File: src/rtl/cpu_bus_pkg.sv
// Shared definitions for the CPU memory bus: transfer direction encoding,
// responder FSM state encoding and the data pattern returned on faults.
package cpu_bus_pkg;

  // Transfer direction, same encoding the control unit drives on read_write
  localparam logic BUS_READ  = 1'b0;
  localparam logic BUS_WRITE = 1'b1;

  // Wait-state counter width; covers the legal WAIT_STATES range 0..15
  localparam int WAIT_CNT_W = 4;

  // Returned on an out-of-range read; sliced down to the bus data width
  localparam logic [63:0] FAULT_DATA_ALL = '1;

  typedef enum logic [1:0] {
    ST_IDLE = 2'd0,
    ST_WAIT = 2'd1,
    ST_RESP = 2'd2
  } bus_state_e;

endpackage

File: src/rtl/bus_responder_if.sv
// CPU-to-memory request/response bundle. The CPU side is the master, the
// memory responder is the slave.
interface bus_responder_if #(
  parameter int ADDR_WIDTH = 16,
  parameter int DATA_WIDTH = 8
);

  logic                  req;
  logic                  read_write;
  logic [ADDR_WIDTH-1:0] address;
  logic [DATA_WIDTH-1:0] data_in;
  logic [DATA_WIDTH-1:0] data_out;
  logic                  ready;
  logic                  fault;

  modport master (
    output req,
    output read_write,
    output address,
    output data_in,
    input  data_out,
    input  ready,
    input  fault
  );

  modport slave (
    input  req,
    input  read_write,
    input  address,
    input  data_in,
    output data_out,
    output ready,
    output fault
  );

endinterface

File: src/rtl/bus_ram.sv
// Single-port synchronous RAM with a registered, enable-gated read port.
// Array contents are never reset; only the read register is, so the
// responder's data_out comes up as zero.
module bus_ram #(
  parameter int DATA_WIDTH = 8,
  parameter int MEM_DEPTH  = 256,
  parameter int ADDR_W     = 8
) (
  input  logic                  clk,
  input  logic                  rst,
  input  logic                  we,
  input  logic                  re,
  input  logic [ADDR_W-1:0]     addr,
  input  logic [DATA_WIDTH-1:0] wdata,
  output logic [DATA_WIDTH-1:0] rdata
);

  logic [DATA_WIDTH-1:0] mem [MEM_DEPTH];

  // Write port: storage only, no reset so it maps onto plain RAM
  always_ff @(posedge clk) begin
    if (we) begin
      mem[addr] <= wdata;
    end
  end

  // Read register holds its value until the next enabled read
  always_ff @(posedge clk or posedge rst) begin
    if (rst) begin
      rdata <= '0;
    end else if (re) begin
      rdata <= mem[addr];
    end
  end

endmodule

File: src/rtl/bus_responder.sv
// Memory-side bus responder: latches a CPU request, waits a fixed number of
// cycles, commits the access to the internal RAM and answers with a
// one-cycle ready strobe. Addresses beyond the RAM raise fault.
//
// state   | meaning
// IDLE    | waiting for req; latches address/direction/data when it arrives
// WAIT    | counting down wait states; commits the access when count is 0
// RESP    | ready (and fault if flagged) high for this single cycle
module bus_responder
  import cpu_bus_pkg::*;
#(
  parameter int ADDR_WIDTH  = 16,
  parameter int DATA_WIDTH  = 8,
  parameter int MEM_DEPTH   = 256,
  parameter int WAIT_STATES = 1
) (
  input  logic            clk,
  input  logic            rst,
  bus_responder_if.slave  bus
);

  localparam int RAM_AW = (MEM_DEPTH > 1) ? $clog2(MEM_DEPTH) : 1;
  localparam logic [WAIT_CNT_W-1:0] WAIT_INIT = WAIT_CNT_W'(WAIT_STATES);
  // One extra bit so MEM_DEPTH == 2**ADDR_WIDTH still compares correctly
  localparam logic [ADDR_WIDTH:0] DEPTH_EXT = (ADDR_WIDTH + 1)'(MEM_DEPTH);
  localparam logic [DATA_WIDTH-1:0] FAULT_DATA = FAULT_DATA_ALL[DATA_WIDTH-1:0];

  bus_state_e            state;
  logic [WAIT_CNT_W-1:0] wait_cnt;
  logic [ADDR_WIDTH-1:0] addr_q;
  logic                  rw_q;
  logic [DATA_WIDTH-1:0] wdata_q;
  logic                  ready_q;
  logic                  fault_q;
  logic                  rd_fault_q;

  logic                  in_range;
  logic                  commit;
  logic                  ram_we;
  logic                  ram_re;
  logic [RAM_AW-1:0]     ram_addr;
  logic [DATA_WIDTH-1:0] ram_rdata;

  // Range check and RAM strobes, all derived from the latched request
  always_comb begin
    in_range = ({1'b0, addr_q} < DEPTH_EXT);
    commit   = (state == ST_WAIT) && (wait_cnt == '0);
    ram_we   = commit && (rw_q == BUS_WRITE) && in_range;
    ram_re   = commit && (rw_q == BUS_READ) && in_range;
    ram_addr = addr_q[RAM_AW-1:0];
  end

  bus_ram #(
    .DATA_WIDTH (DATA_WIDTH),
    .MEM_DEPTH  (MEM_DEPTH),
    .ADDR_W     (RAM_AW)
  ) u_ram (
    .clk   (clk),
    .rst   (rst),
    .we    (ram_we),
    .re    (ram_re),
    .addr  (ram_addr),
    .wdata (wdata_q),
    .rdata (ram_rdata)
  );

  // Request FSM with wait counter, input latches and registered strobes
  always_ff @(posedge clk or posedge rst) begin
    if (rst) begin
      state      <= ST_IDLE;
      wait_cnt   <= '0;
      addr_q     <= '0;
      rw_q       <= BUS_READ;
      wdata_q    <= '0;
      ready_q    <= 1'b0;
      fault_q    <= 1'b0;
      rd_fault_q <= 1'b0;
    end else begin
      ready_q <= 1'b0;
      fault_q <= 1'b0;
      case (state)
        ST_IDLE: begin
          if (bus.req) begin
            addr_q   <= bus.address;
            rw_q     <= bus.read_write;
            wdata_q  <= bus.data_in;
            wait_cnt <= WAIT_INIT;
            state    <= ST_WAIT;
          end
        end
        ST_WAIT: begin
          if (wait_cnt != '0) begin
            wait_cnt <= wait_cnt - 1'b1;
          end else begin
            state   <= ST_RESP;
            ready_q <= 1'b1;
            fault_q <= !in_range;
            // Only reads decide what data_out shows; writes leave it alone
            if (rw_q == BUS_READ) begin
              rd_fault_q <= !in_range;
            end
          end
        end
        ST_RESP: begin
          state <= ST_IDLE;
        end
        default: begin
          state <= ST_IDLE;
        end
      endcase
    end
  end

  // data_out is the held RAM read word, or all-ones after a faulting read
  always_comb begin
    bus.data_out = rd_fault_q ? FAULT_DATA : ram_rdata;
    bus.ready    = ready_q;
    bus.fault    = fault_q;
  end

endmodule

File: src/flat_wrapper.sv
// flat-port wrapper written by rule: the top's interface ports become plain ports
module bus_responder_flat import cpu_bus_pkg::*;
#(
  parameter int ADDR_WIDTH  = 16,
  parameter int DATA_WIDTH  = 8,
  parameter int MEM_DEPTH   = 256,
  parameter int WAIT_STATES = 1
)
  (clk, rst, bus_req, bus_read_write, bus_address, bus_data_in, bus_data_out, bus_ready, bus_fault);
  bus_responder_if #(.ADDR_WIDTH(ADDR_WIDTH), .DATA_WIDTH(DATA_WIDTH)) bus_i ();
  input  logic clk;
  input  logic rst;
  input wire logic [$bits(bus_i.req)-1:0] bus_req;
  input wire logic [$bits(bus_i.read_write)-1:0] bus_read_write;
  input wire logic [$bits(bus_i.address)-1:0] bus_address;
  input wire logic [$bits(bus_i.data_in)-1:0] bus_data_in;
  output wire logic [$bits(bus_i.data_out)-1:0] bus_data_out;
  output wire logic [$bits(bus_i.ready)-1:0] bus_ready;
  output wire logic [$bits(bus_i.fault)-1:0] bus_fault;
  assign bus_i.req = bus_req;
  assign bus_i.read_write = bus_read_write;
  assign bus_i.address = bus_address;
  assign bus_i.data_in = bus_data_in;
  assign bus_data_out = bus_i.data_out;
  assign bus_ready = bus_i.ready;
  assign bus_fault = bus_i.fault;
  bus_responder #(.ADDR_WIDTH(ADDR_WIDTH), .DATA_WIDTH(DATA_WIDTH), .MEM_DEPTH(MEM_DEPTH), .WAIT_STATES(WAIT_STATES)) u_core (.clk(clk), .rst(rst), .bus(bus_i));
endmodule
File: config.mk
export PLATFORM = sky130hd
export DESIGN_NAME = bus_responder_flat
export DESIGN_NICKNAME = d
export VERILOG_FILES = /design/src/rtl/cpu_bus_pkg.sv /design/src/rtl/bus_responder_if.sv /design/src/rtl/bus_ram.sv /design/src/rtl/bus_responder.sv /design/src/flat_wrapper.sv
export SDC_FILE = /design/constraint.sdc
export NUM_CORES = 2
export LEC_CHECK = 0
export CAP_MARGIN = 20
export CORE_MARGIN = 10
export CORE_UTILIZATION = 30
export DETAILED_ROUTE_END_ITERATION = 7
export GPL_ROUTABILITY_DRIVEN = 0
export GPL_TIMING_DRIVEN = 0
export PLACE_DENSITY = 0.44
export SETUP_SLACK_MARGIN = 0.15
export SLEW_MARGIN = 5
export SYNTH_ARGS = -nofsm -noshare
export SYNTH_HDL_FRONTEND = slang
export SYNTH_SLANG_ARGS = --single-unit
File: constraint.sdc
create_clock -name clk -period 10.7 [get_ports clk]
set_clock_uncertainty 0.1 [all_clocks]
set_input_delay 1.605 -clock clk [delete_from_list [all_inputs] [get_ports clk]]
set_output_delay 1.605 -clock clk [all_outputs]
set_load 0.03 [all_outputs]
### Word-level counts from Yosys, hierarchy flattened

Memories as Yosys holds them, arrays and structs flattened. A register that Yosys moved wholly into a read port is not among the register bits.
Index checks and enable logic that the tools add are counted.

* register bits after elaboration: 34
* bits in writable memories: 2048
* output and inout port bits: 10
* memories kept: 1

Memories
* u_core.u_ram.mem: words 256, width 8, rd ports 1, clocked after memory_dff 1, write ports 1, RTL line bus_ram.sv:18 `logic [DATA_WIDTH-1:0] mem [MEM_DEPTH];`

* add/sub/neg operators: 1
* $lt $le $gt $ge: 1
* equal/unequal tests: 4
* multiplexer cells: 13
* bitwise operators: 2
* reductions and logical operators: 14

Operators with widths (count)
* less-than comparator 16 x 9 -> 1 bit, second input constant: 1
* two-way mux 4 bit: 2
* two-way mux 8 bit: 1
* case mux 4 bit (2 select lines): 1
* two-way mux 1 bit: 6
* != test 2 bit, second input constant: 3
* AND reduction 3 bit: 2
* logical AND 1 bit: 5
* zero test 4 bit: 1
* two-way mux 2 bit: 2
* case mux 2 bit (2 select lines): 1
* AND reduction 2 bit: 2
* nonzero test 4 bit: 1
* subtractor 4 x 1 -> 4 bit, second input constant: 1
* equality test 2 x 1 -> 1 bit, second input constant: 1
* zero test 2 bit: 1
* inverter 1 bit: 2
* nonzero test 2 bit: 1
* zero test 1 bit: 1

### Depth between registers and ports, before layout

* word-level depth: 6
* gate-level depth with buffers: 13
* depth with buffers taken out: 10

### By module

From an unflattened synthesis, not the netlist that was laid out.

* cell total of the unflattened synthesis: 3822
* area, all modules: 81344.3 um^2

By module, submodules not included
* bus_ram: times used 1, cells an instance 3715, area an instance 79867.8 um^2, sequential area each 61699.2 um^2
* bus_responder: times used 1, cells an instance 107, area an instance 1476.4 um^2, sequential area each 850.8 um^2

### Worst setup path after synthesis

OpenSTA, ideal clock, no wires.

* path kind: reg-to-reg
* start: reg u_core.wdata_q[0]
* end: mem u_core.u_ram.mem[0][0] (data pin)
* library setup time: 0.803 ns
* data arrival time: 3.181 ns
* data required time: 9.797 ns
* setup slack: 6.616 ns
* cell stages (with the launch flop): 1
* buffers on the path: 0
* cells stage by stage: dfrtp_1

RTL lines
* start, declared: RTL line bus_responder.sv:32 `logic [DATA_WIDTH-1:0] wdata_q;`
* start signal, assigned: RTL line bus_responder.sv:86 `wdata_q <= bus.data_in;`
* end, declared: RTL line bus_ram.sv:18

No word-level cell before the write port.

### Final worst setup path

* start: reg u_core.addr_q[3]
* end: mem u_core.u_ram.mem[120][2] (enable)

* word-level cells in the longest chain between the ends: 4

RTL lines
* start, declared: RTL line bus_responder.sv:30 `logic [ADDR_WIDTH-1:0] addr_q;`
* start signal, assigned: RTL line bus_responder.sv:84 `addr_q <= bus.address;`
* less-than comparator 16 x 9 -> 1 bit: RTL line bus_responder.sv:46 `in_range = ({1'b0, addr_q} < DEPTH_EXT);`
* logical AND 1 bit: RTL line bus_responder.sv:48 `ram_we = commit && (rw_q == BUS_WRITE) && in_range;`
* two-way mux 1 bit: RTL line bus_ram.sv:22 `if (we) begin`
* two-way mux 1 bit (implied by the code): RTL line bus_ram.sv:23 `mem[addr] <= wdata;`

Several ways; a longest one is shown, not always the timed one.

==> impl_metrics.py <==
metrics = {
    "clocking": {
        "worstSkewPairLatency_ns": 0.89,
        "clockBufferDepth": 3,
        "cts.reportedPaths.clkPinSlew_ns": 0.06,
        "clock-sinks": 2090,
        "htree_levels": 4,
        "post-cts-setup-buffer-count": 0,
        "cts-root-buf": "clkbuf_16",
        "cts_tree": "yes",
        "cts_buffers": 217,
        "cts_resized": 0,
        "postCtsHoldBufs": 0,
    },
    "placed_design": {
        "io_buffer_count": 37,
        "dp_hpwl_mm": 212.3,
    },
    "setup_path": {
        "cp-startpoint": "u_core.addr_q[3]",
        "cp.arrival_ns": 7.14,
        "rrSetupSlack_ns": 3.95,
        "r2r-start": "u_core.addr_q[3]",
        "cp_num_cells": 9,
        "crit_slowest_cell": "nor2_1",
        "crit_path_cell_trace": "buf_2 -> buf_2 -> buf_2 -> buf_2 -> buf_2 -> nor2b_1 -> nand2_1 -> clkbuf_2 -> nor2_1",
        "r2r_end": "u_core.u_ram.mem[120][2]",
        "end_kind": "flip-flop",
        "crit_buf_inv": 6,
        "cpMostUsedCell": "buf_2",
        "critPathTopFamily": "buffers and inverters",
        "crit_type": "flip-flop to flip-flop",
        "cp.required_ns": 11.08,
        "reg2reg_depth": 9,
        "cpPeakStageDelay_ns": 1.05,
        "path_max_fanout": 11,
        "startpoint_type": "flip-flop",
        "cp-endpoint": "u_core.u_ram.mem[120][2]",
    },
    "synthesis": {
        "synth.largest_area_cell": "edfxtp_1",
        "synth_fa_ha_area_share_pct": 0.01548,
        "synthesis.nets": 3896,
        "synth_edf_count": 2048,
        "synth_flop_cell": "edfxtp_1",
        "yosys.area_share.simple_pct": 2.868,
        "synth.avg_cell_area_um2": 20.91,
        "synth_compound_area_share_pct": 3.140,
        "yosys_register_bits": 2090,
        "syn_inst": 3867,
        "yosys-top-cells-area": "edfxtp_1 76%, mux4_2 12%, mux2i_1 1.9%",
        "synth_warnings": 0,
        "synth_xor_xnor_area_share_pct": 0.02167,
        "synth_top_family_by_area": "multiplexers",
        "ys_seq_area_share_pct": 77.37,
        "syn-cell-area_um2": 80850,
        "synthMuxAreaShare_pct": 15.07,
        "yosys.cell_types.count": 58,
        "synthArstFlopShare_pct": 2.010,
        "synth.top_cell.area_share_pct": 76.07,
    },
    "global_routing": {
        "overflow": 0,
        "grt_usage_pct": 21.01,
        "grt_max_degree": 87,
        "first_global_vias": 42790,
        "grt_pass1_wl_mm": 413.0,
        "antenna_found_initial": 30,
    },
    "cells_and_area": {
        "syn_to_final_growth_pct": 16.28,
        "fin_util_pct": 35.06,
        "fillers": 25030,
        "final_common_cell": "edfxtp_1",
        "regArea_um2": 62580,
        "nets": 4230,
        "final_cell_mix": "2048 x edfxtp_1, 446 x mux4_2, 294 x nor2_1",
        "multiInputGateArea_um2": 17100,
        "drive_above_1_share_pct": 24.49,
    },
    "detailed_routing": {
        "ant_nets": 0,
        "remaining_drc_errors": 0,
        "drt_iter0_markers": 6320,
        "wl_per_cell_um": 39.68,
        "routed_via_density": 5.523,
        "vias": 43850,
        "drtPass1Iterations": 8,
        "routed_wirelength_mm": 315.1,
    },
    "sta": {
        "drv_slew": 0,
        "finalCritPeriodShare_pct": 63.13,
        "fin_setup_tns_ns": 0,
        "maxSlewHeadroom_pct": 15.76,
        "rsz0062_at_grt": "false",
        "worstMarginPinSlew_ns": 1.260,
        "setup_viol": 0,
        "hold_viol": 0,
        "max_freq_mhz": 148.1,
        "fin_crit_ns": 6.754,
    },
    "hold_path": {
        "hp-class": "flip-flop to flip-flop",
        "hold_start": "u_core.addr_q[12]",
    },
    "pwr": {
        "power.leakage_nw": 28.80,
        "peakVddDrop_uv": 239.3,
        "powerDensity_nw_per_um2": 295.5,
    },
    "floorplan": {
        "die_x_um": 539.1,
        "rows": 190,
        "core_area_um2": 268200,
        "start_util_pct": 30.15,
        "io_pins": 38,
        "die_h_um": 539.1,
        "die-area_um2": 290600,
    },
    "run_status": {
        "status": "finished clean",
    },
    "job": {
        "cap_viol_max_count": 0,
    },
}
synthesized netlist by cell type (all sizes together), types with 4 or more instances:
cell and n:
nand2b 7, o21ai 39, or3b 4, nand2 56, nor2 295, a31oi 9
a41oi 8, o22ai 87, nor4 7, dfrtp 42, nand3b 6, nand3 46
o22a 26, a221oi 9, buf 138, and3 8, a211oi 12, inv 9
or2 11, nor2b 15, mux2i 154, or3 9, a22oi 78, nand4 16
o31ai 7, o221ai 29, a21oi 31, clkbuf 97, mux2 53, nor3 20
edfxtp 2048, mux4 446
flip-flops by register name, indices dropped and copies added (netlist names):
name / flops
u_core.bus.fault: 1
u_core.state: 2
u_core.bus.ready: 1
u_core.wdata_q: 8
u_core.wait_cnt: 4
u_core.u_ram.mem: 2048
u_core.rd_fault_q: 1
u_core.addr_q: 16
u_core.u_ram.rdata: 8
u_core.rw_q: 1
power by group:
part	total [mW]	internal [mW]	switching, mW
logic	9.74	2.86	6.89
registers	10.6	10.3	0.326
clock network	7.44	4.15	3.29
logic make-up (layout without fill, tap and decap cells):
group / count (synthesis) / in the layout
flops: 2090 / 2090
simple gates: 516 / 516
compound gates: 361 / 361
buf+inv: 244 / 755
other cells: 0 / 9
mux: 653 / 653
xor+xnor: 2 / 2
fa+ha+maj: 1 / 1
layout make-up:
type / instances / area share, %
Tap cell: 3552 / 4.728
Multi-Input combinational cell: 1533 / 18.19
Clock inverter: 116 / 1.090
Antenna cell: 9 / 0.02396
Inverter: 9 / 0.03594
Sequential cell: 2090 / 66.57
Buffer: 235 / 1.324
Timing Repair Buffer: 115 / 1.866
Clock buffer: 280 / 6.173
layer usage:
layer	GRT usage, %	routed length [um]	up-vias
li1	-	-	16850
met1	28.76	131500	24150
met2	32.94	144500	2291
met3	4.306	25130	544
met4	8.107	13790	12
met5	0	129	-
worst min path at each step:
stage / end / slack (ns) / depth (start not counted)
detailed placement: u_core.addr_q[12] / 0.39 / 1
global placement: u_core.u_ram.rdata[5] / 0.37 / 1
floorplan: u_core.u_ram.rdata[5] / 0.36 / 1
global route: u_core.addr_q[12] / 0.41 / 1
finish: u_core.addr_q[12] / 0.40 / 1
CTS: u_core.addr_q[12] / 0.40 / 1
stage by stage:
step | cells | setup WS, ns | cell area (um2) | power, mW | hold WS (ns)
after floorplan | 3867 | 6.616 | 80850 | 15.27 | 0.3624
after global placement | 7456 | 1.798 | 85660 | 20.50 | 0.3748
after detailed placement | 7524 | 4.166 | 87060 | 20.37 | 0.3869
after CTS | 7920 | 4.109 | 93880 | 27.73 | 0.4003
after global routing | 7931 | 4.138 | 93980 | 28.30 | 0.4124
final | 7939 | 3.946 | 94000 | 27.78 | 0.3974
Power figures use the tool's default switching activity.
